$ cat src/rtl/regfile_onehot_wr.sv
// -----------------------------------------------------------------------------
// regfile_onehot_wr
//
// 32-entry x DATA_W register file. The write port takes the one-hot select
// straight from the upstream 5-to-32 write-address decoder. There are two
// registered read ports, r0 reads as zero, and a sticky error flag records any
// write request whose select is not exactly one-hot.
//
// Optional feature (compile-time macro REGFILE_BYPASS_EN):
//   defined     : a valid write to ri is forwarded to a read port that reads
//                 ri at the same edge (the port returns the new value).
//   not defined : the same-edge read returns the old contents of ri.
//   Writes aimed at r0 and malformed writes never forward.
//
// Parameters
//   DATA_W     width of each register and of the data buses
//   RESET_VAL  reset value for r1..r31 (r0 is always 0)
//
// Ports
//   clk        rising-edge clock
//   rst_n      asynchronous active-low reset
//   wr_en      write request, sampled at rising clk
//   wr_sel     one-hot register select, bit i selects ri
//   wr_data    write data
//   rd_en      read request for both ports, sampled at rising clk
//   rd_addr_a  port A register index
//   rd_addr_b  port B register index
//   rd_data_a  registered read data, port A
//   rd_data_b  registered read data, port B
//   rd_valid   one-cycle pulse, rd_data_a/b were updated this cycle
//   sel_err    sticky flag, set by a write request with a non-one-hot wr_sel
//   clr_err    synchronous clear of sel_err (a same-edge new error wins)
//
// Read handshake: there is no back-pressure. A read is issued by holding
// rd_en high across a rising edge; exactly one cycle later rd_valid is high
// for one cycle and rd_data_a/b carry the result. Consecutive rd_en cycles
// give consecutive rd_valid cycles. Outside a valid pulse the data outputs
// hold the last read result.
// -----------------------------------------------------------------------------
module regfile_onehot_wr #(
  parameter int unsigned          DATA_W    = 32,
  parameter logic [DATA_W-1:0]    RESET_VAL = '0
) (
  input  logic              clk,
  input  logic              rst_n,
  input  logic              wr_en,
  input  logic [31:0]       wr_sel,
  input  logic [DATA_W-1:0] wr_data,
  input  logic              rd_en,
  input  logic [4:0]        rd_addr_a,
  input  logic [4:0]        rd_addr_b,
  output logic [DATA_W-1:0] rd_data_a,
  output logic [DATA_W-1:0] rd_data_b,
  output logic              rd_valid,
  output logic              sel_err,
  input  logic              clr_err
);

  // Storage exists only for r1..r31; r0 is a constant in the read view.
  logic [DATA_W-1:0] mem [1:31];
  logic [DATA_W-1:0] rf_view [0:31];

  logic        sel_onehot;
  logic        sel_bad;
  logic [31:0] wr_fire;
  logic [DATA_W-1:0] rd_next_a;
  logic [DATA_W-1:0] rd_next_b;

  // Exactly one bit set: non-zero and clearing the lowest set bit leaves zero.
  always_comb begin
    sel_onehot = (wr_sel != 32'd0) && ((wr_sel & (wr_sel - 32'd1)) == 32'd0);
    sel_bad    = wr_en && !sel_onehot;
  end

  // Per-register write enables. Bit 0 is produced for completeness but no
  // storage consumes it, so r0 writes are dropped without raising an error.
  always_comb begin
    for (int i = 0; i < 32; i++) begin
      wr_fire[i] = wr_en && wr_sel[i] && sel_onehot;
    end
  end

  always_comb begin
    rf_view[0] = '0;
    for (int i = 1; i < 32; i++) begin
      rf_view[i] = mem[i];
    end
  end

  // Read-data selection. With forwarding, a same-edge valid write to the
  // addressed register overrides the stored value. wr_fire[0] is never
  // consulted because address 0 is forced to zero first.
  always_comb begin
    rd_next_a = rf_view[rd_addr_a];
    rd_next_b = rf_view[rd_addr_b];
`ifdef REGFILE_BYPASS_EN
    if (rd_addr_a != 5'd0 && wr_fire[rd_addr_a]) begin
      rd_next_a = wr_data;
    end
    if (rd_addr_b != 5'd0 && wr_fire[rd_addr_b]) begin
      rd_next_b = wr_data;
    end
`endif
  end

  // Register array r1..r31.
  always_ff @(posedge clk or negedge rst_n) begin
    if (!rst_n) begin
      for (int i = 1; i < 32; i++) begin
        mem[i] <= RESET_VAL;
      end
    end else begin
      for (int i = 1; i < 32; i++) begin
        if (wr_fire[i]) begin
          mem[i] <= wr_data;
        end
      end
    end
  end

  // Registered read ports.
  always_ff @(posedge clk or negedge rst_n) begin
    if (!rst_n) begin
      rd_data_a <= '0;
      rd_data_b <= '0;
      rd_valid  <= 1'b0;
    end else begin
      rd_valid <= rd_en;
      if (rd_en) begin
        rd_data_a <= rd_next_a;
        rd_data_b <= rd_next_b;
      end
    end
  end

  // Sticky select error; a new error at the same edge beats the clear.
  always_ff @(posedge clk or negedge rst_n) begin
    if (!rst_n) begin
      sel_err <= 1'b0;
    end else if (sel_bad) begin
      sel_err <= 1'b1;
    end else if (clr_err) begin
      sel_err <= 1'b0;
    end
  end

endmodule

$ cat config.mk
export PLATFORM = sky130hd
export DESIGN_NAME = regfile_onehot_wr
export DESIGN_NICKNAME = d
export VERILOG_FILES = /design/src/rtl/regfile_onehot_wr.sv
export SDC_FILE = /design/constraint.sdc
export NUM_CORES = 2
export LEC_CHECK = 0
export CAP_MARGIN = 20
export CORE_MARGIN = 2
export CORE_UTILIZATION = 60
export DETAILED_ROUTE_END_ITERATION = 8
export PLACE_DENSITY_LB_ADDON = 0.3
export SETUP_SLACK_MARGIN = 0.4
export SYNTH_ARGS = -nofsm -noshare
export SYNTH_HDL_FRONTEND = slang
export SYNTH_SLANG_ARGS = --single-unit
$ cat constraint.sdc
create_clock -name clk -period 2 [get_ports clk]
set_clock_uncertainty 0.15 [all_clocks]
set_input_delay 0.6 -clock clk [delete_from_list [all_inputs] [get_ports clk]]
set_output_delay 0.6 -clock clk [all_outputs]
set_load 0.1 [all_outputs]
; ---- After elaboration in Yosys (flattened, before gate mapping)
; Cells that the tools add are included.
[totals]
regBits = 1058
in_bits = 79
output_inout_bits = 66
word_cells = 117
[op_classes]
n_addsub = 1
order_cmp = 2
mux = 8
bitwise = 3
reduce_logical = 68
[op_table]
columns = op, count
row1 = 32-bit binary-select mux with 5-bit select, 2
row2 = 32-bit two-way mux, 4
row3 = 1-bit logical AND, 64
row4 = 32-bit bitwise AND, 1
row5 = 32-bit zero test, 1
row6 = 32-bit nonzero test, 1
row7 = 32-bit by 1-bit subtractor with 32-bit output (second input constant), 1
row8 = 6-bit >= comparator (second input constant), 2
row9 = 5-bit NOT with 6-bit output, 2
row10 = 1-bit two-way mux, 2
row11 = 2-bit nonzero test, 1
row12 = 1-bit zero test, 1

; ---- Logic depth before layout (Yosys ltp)
[logic_depth]
ltp_word = 7
depth_mapped = 10
ltp_nobuf = 7

; ---- Worst setup path before layout
; OpenSTA, ideal clock, no wires.
[synth_timing]
path_type = input port to flip-flop
from = in rd_addr_b[0]
to = reg rd_data_b[1]
setup_ns = 0.135
arrival_ns = 3.491
t_required_ns = 1.715
path_slack_ns = -1.776
cell_stages = 8
path_buffers = 4
path_cell_list = clkbuf_1 > buf_1 > clkbuf_1 > buf_1 > mux4_2 > mux4_2 > o211ai_1 > o21ai_0
[synth_via]
elab_chain_cells = 4
[synth_rtl]
columns = element, line
row1 = start: declaration, 51  ; input logic [4:0] rd_addr_b,
row2 = 5-bit NOT with 6-bit output (implied by the code), 95  ; rd_next_b = rf_view[rd_addr_b];
row3 = 32-bit binary-select mux with 5-bit select, 95
row4 = 32-bit two-way mux (implied by the code) (2 in a row), 95
row5 = end signal: assignment, 131  ; rd_data_b <= rd_next_b;
row6 = end: declaration, 53  ; output logic [DATA_W-1:0] rd_data_b,
; Every way passes these cells. The select of a mux whose other input is x is not followed.
; A chain may end at the register's enable or synchronous reset.

; ---- Worst setup path after layout
[layout_timing]
from = in wr_sel[3]
to = reg mem[209] in the netlist's numbering
[layout_via]
elab_chain_cells = 5
word_cells_on_any_way = 6
classes_between = add/sub (1) / bitwise (1) / reduce/logical (4)
[layout_rtl]
columns = element, line
row1 = start: declaration, 47  ; input logic [31:0] wr_sel,
row2 = 32-bit by 1-bit subtractor with 32-bit output, 71  ; sel_onehot = (wr_sel != 32'd0) && ((wr_sel & (wr_sel - 32'd1)) == 32'd0);
row3 = 32-bit bitwise AND, 71
row4 = 32-bit zero test, 71
row5 = 1-bit logical AND (*), 71
row6 = 1-bit logical AND (*), 79  ; wr_fire[i] = wr_en && wr_sel[i] && sel_onehot;
row7 = end signal: indexed assignment, 115  ; mem[i] <= wr_data;
row8 = end: declaration, 60  ; logic [DATA_W-1:0] mem [1:31];
; Mark *: on every way between the ends. The rest lies on a longest branch, timed or not.

==> flow_summary_export.csv <==
group,metric,value,unit
synth,synthTopCellsByArea,"dfrtp_1 (48%), mux4_2 (23%), mux2_2 (20%)",
global_routing,antenna_found_initial,11,
global_routing,grt_max_degree,73,
detailed_routing,avgRoutedWirePerCell,37.2,um
timing,finalWorstSetupSlack,-1.60,ns
power_and_ir_drop,finalPower,0.0493,W
synth,post_synth.cell_area_avg,15.8,um^2
cts,htreeDepth,3,
synth,synth_compound_area_share,2.79,%
detailed_routing,wl,195000,um
timing,tightest_slew,1.26,ns
cts,numCtsBuffers,110,
floorplan,rows,111,
synth,yosys.area.top_type,"dfrtp_1",
hold_path,hold_depth,3,
detailed_routing,drc,0,
placed_design,place_area,63100,um^2
floorplan,core,91700,um^2
synth,synth_cells,3498,
placed_design,port_buffers,144,
final_layout,final_common_cell,"dfrtp_1",
final_layout,area_delta_synth_final,27.2,%
final_layout,layout_common_cells,"dfrtp_1 (1058), mux2_2 (975), mux4_2 (576)",
floorplan,fp.dieW,308,um
timing,min_period,3.60,ns
setup_path,start_kind,"input port",
setup_path,endpoint_kind,"register",
setup_path,crit_arrival,4.05,ns
final_layout,nets,4055,
synth,synthMuxAreaShare,44.9,%
detailed_routing,ant_nets,0,
hold_path,hold_path_class,"in2reg",
synth,yosysSeqAreaShare,47.8,%
synth,synth-edff-count,0,
synth,synth_xor_xnor_area_share,0,%
final_layout,final_area,70500,um^2
synth,yosys_register_bits,1058,
floorplan,die-area,94800,um^2
floorplan,ios,145,
detailed_routing,viasPerCell,7.39,
cts,cts_buffer_depth,3,
placed_design,dp_cells,4891,
timing,drv_slew,0,
synth,synth_cell_types,41,
timing,setup_tns,-1440.51,ns
synth,synth_nets,3577,
timing,relSlewSlack,16.1,%
synth,yosysWarnings,0,
power_and_ir_drop,powerDensity,699,nW/um^2
global_routing,track_usage,38.5,%
final_layout,drive_gt1_share,62.3,%
final_layout,fillers,4815,
cts,cts.sinks,1058,
detailed_routing,via_count,38800,
synth,yosysTopAreaCellShare,47.8,%
detailed_routing,firstDrtPassIters,8,
cts,insertion_delay,0.73,ns
final_layout,finalNonFillerCells,5254,
placed_design,place.gp.congestion,0.860,
synth,yosys.area_share.simple,1.56,%
setup_path,worstSetupPathType,"in2reg",
timing,report.final.hold_viol_count,0,
synth,ys_async_sr_fraction,100,%
synth,synthAdderAreaFrac,0.0181,%
setup_path,rrSetupSlack,-0.37,ns
synth,synth_flop_cell,"dfrtp_1",
timing,max_freq,278,MHz
cts,path_clk_slew,0.06,ns
synth,synth_top_family_by_area,"multiplexers",
timing,fin_hold_ws,0.202,ns
floorplan,initial_core_util,60.5,%
global_routing,grt_pass1_vias,40500,
timing,fin_crit_sh,180,%
power_and_ir_drop,ir_drop,0.779,mV
setup_path,ff2ff_path_depth,6,
cts,cts_root_buf,"clkbuf_16",
floorplan,die_h,308,um
timing,setup_viol,1123,
cts,tritoncts,"done",
setup_path,cp_data_required_time,2.44,ns
run_status,status,"finished, violations left",
placed_design,dp_hpwl,103000,um
run,cap_viol_max_count,0,
run_status,violations,"negative setup slack",
global_routing,grt_overflow_total,0,
timing,rsz0062_at_grt,"yes",
power_and_ir_drop,p_leak,33.4,nW
synth,synth_area,55400,um^2
detailed_routing,drt-initial-drc-count,4725,
setup_path,crit_fanout,32,
global_routing,grt_pass1_wl,266000,um
[critical path: stages]
cell,delay (ns)
buf_8,0.10
buf_4,0.15
maj3_1,0.35
o21ai_0,0.44
nand3_1,0.38
a2111oi_4,0.58
buf_4,0.21
buf_6,0.13
buf_16,0.13
buf_4,0.12
nand4_1,0.18
buf_12,0.30
mux2_2,0.33
[kinds of logic after synthesis]
logic type,count (synthesis)
AO/OA/AOI/OAI,217
adder cells (fa/ha/maj),1
buffers and inverters,443
flip-flops,1058
multiplexers,1632
AND/OR/NAND/NOR,147
[Yosys cell counts, types with 33 or more instances]
cell and number:
a22o_1 64, buf_1 66, clkbuf_1 306, dfrtp_1 1058, inv_1 67, mux2_1 68, mux2_2 988, mux4_2 576
nand2b_1 64, nand4_1 33, o211ai_1 64, o21ai_0 71
[layer usage]
layer  global-route usage [%]  vias up  routed length [um]
met3                     9.87     1065               25400
li1                         -    14600                   -
met4                     23.9       20               18600
met2                     60.8     2827               88200
met1                     47.9    20300               62800
met5                        0        -                 215
[repair_timing]
item	in CTS	in global routing
pin swaps	38	24
cloned	33	33
endpoints found under the setup margin	1123	1123
gates resized for setup	236	144
hold buffers	2	0
endpoints found under the hold margin	33	0
buffers inserted	71	20
[where the power goes]
group / switching (W) / total [W] / internal, W
clock network: 0.00916 / 0.0227 / 0.0135
registers: 0.000123 / 0.0216 / 0.0215
logic: 0.00306 / 0.00499 / 0.00193
total: 0.0123 / 0.0493 / 0.0369
[sequential cells by signal, indices dropped and copies added, names as in the netlist]
register and count:
rd_data_b 32, rd_data_a 32, mem 992, sel_err 1
rd_valid 1
[through the flow]
stage | setup WS (ns) | util (%)
after floorplan | -1.34 | -
after global placement | -2.25 | 68.9
after detailed placement | -2.16 | 68.9
after CTS | -1.03 | 75.5
after global routing | -1.47 | 76.9
final | -1.60 | 76.9
[final timing paths]
path / endpoint / start
worst max register to register: rd_data_b[22] / mem[86]
worst min-delay path: rd_data_a[12] / rd_addr_a[4]
min in group asynchronous: mem[991] / rst_n
worst min register to register: mem[185] / mem[185]
max in group asynchronous: rd_data_a[8] / rst_n
worst max-delay path: mem[209] / wr_sel[3]
[area by class of cell]
type / count / area (um^2) / area share (%)
Multi-Input combinational cell: 1997 / 27900 / 39.5
Sequential cell: 1058 / 26500 / 37.6
Timing Repair Buffer: 742 / 10500 / 14.8
Clock buffer: 156 / 3170 / 4.49
Tap cell: 1186 / 1480 / 2.10
Clock inverter: 47 / 797 / 1.13
Inverter: 67 / 251 / 0.357
Antenna cell: 1 / 2.50 / 0.00355
(Power assumes the default switching activity.)
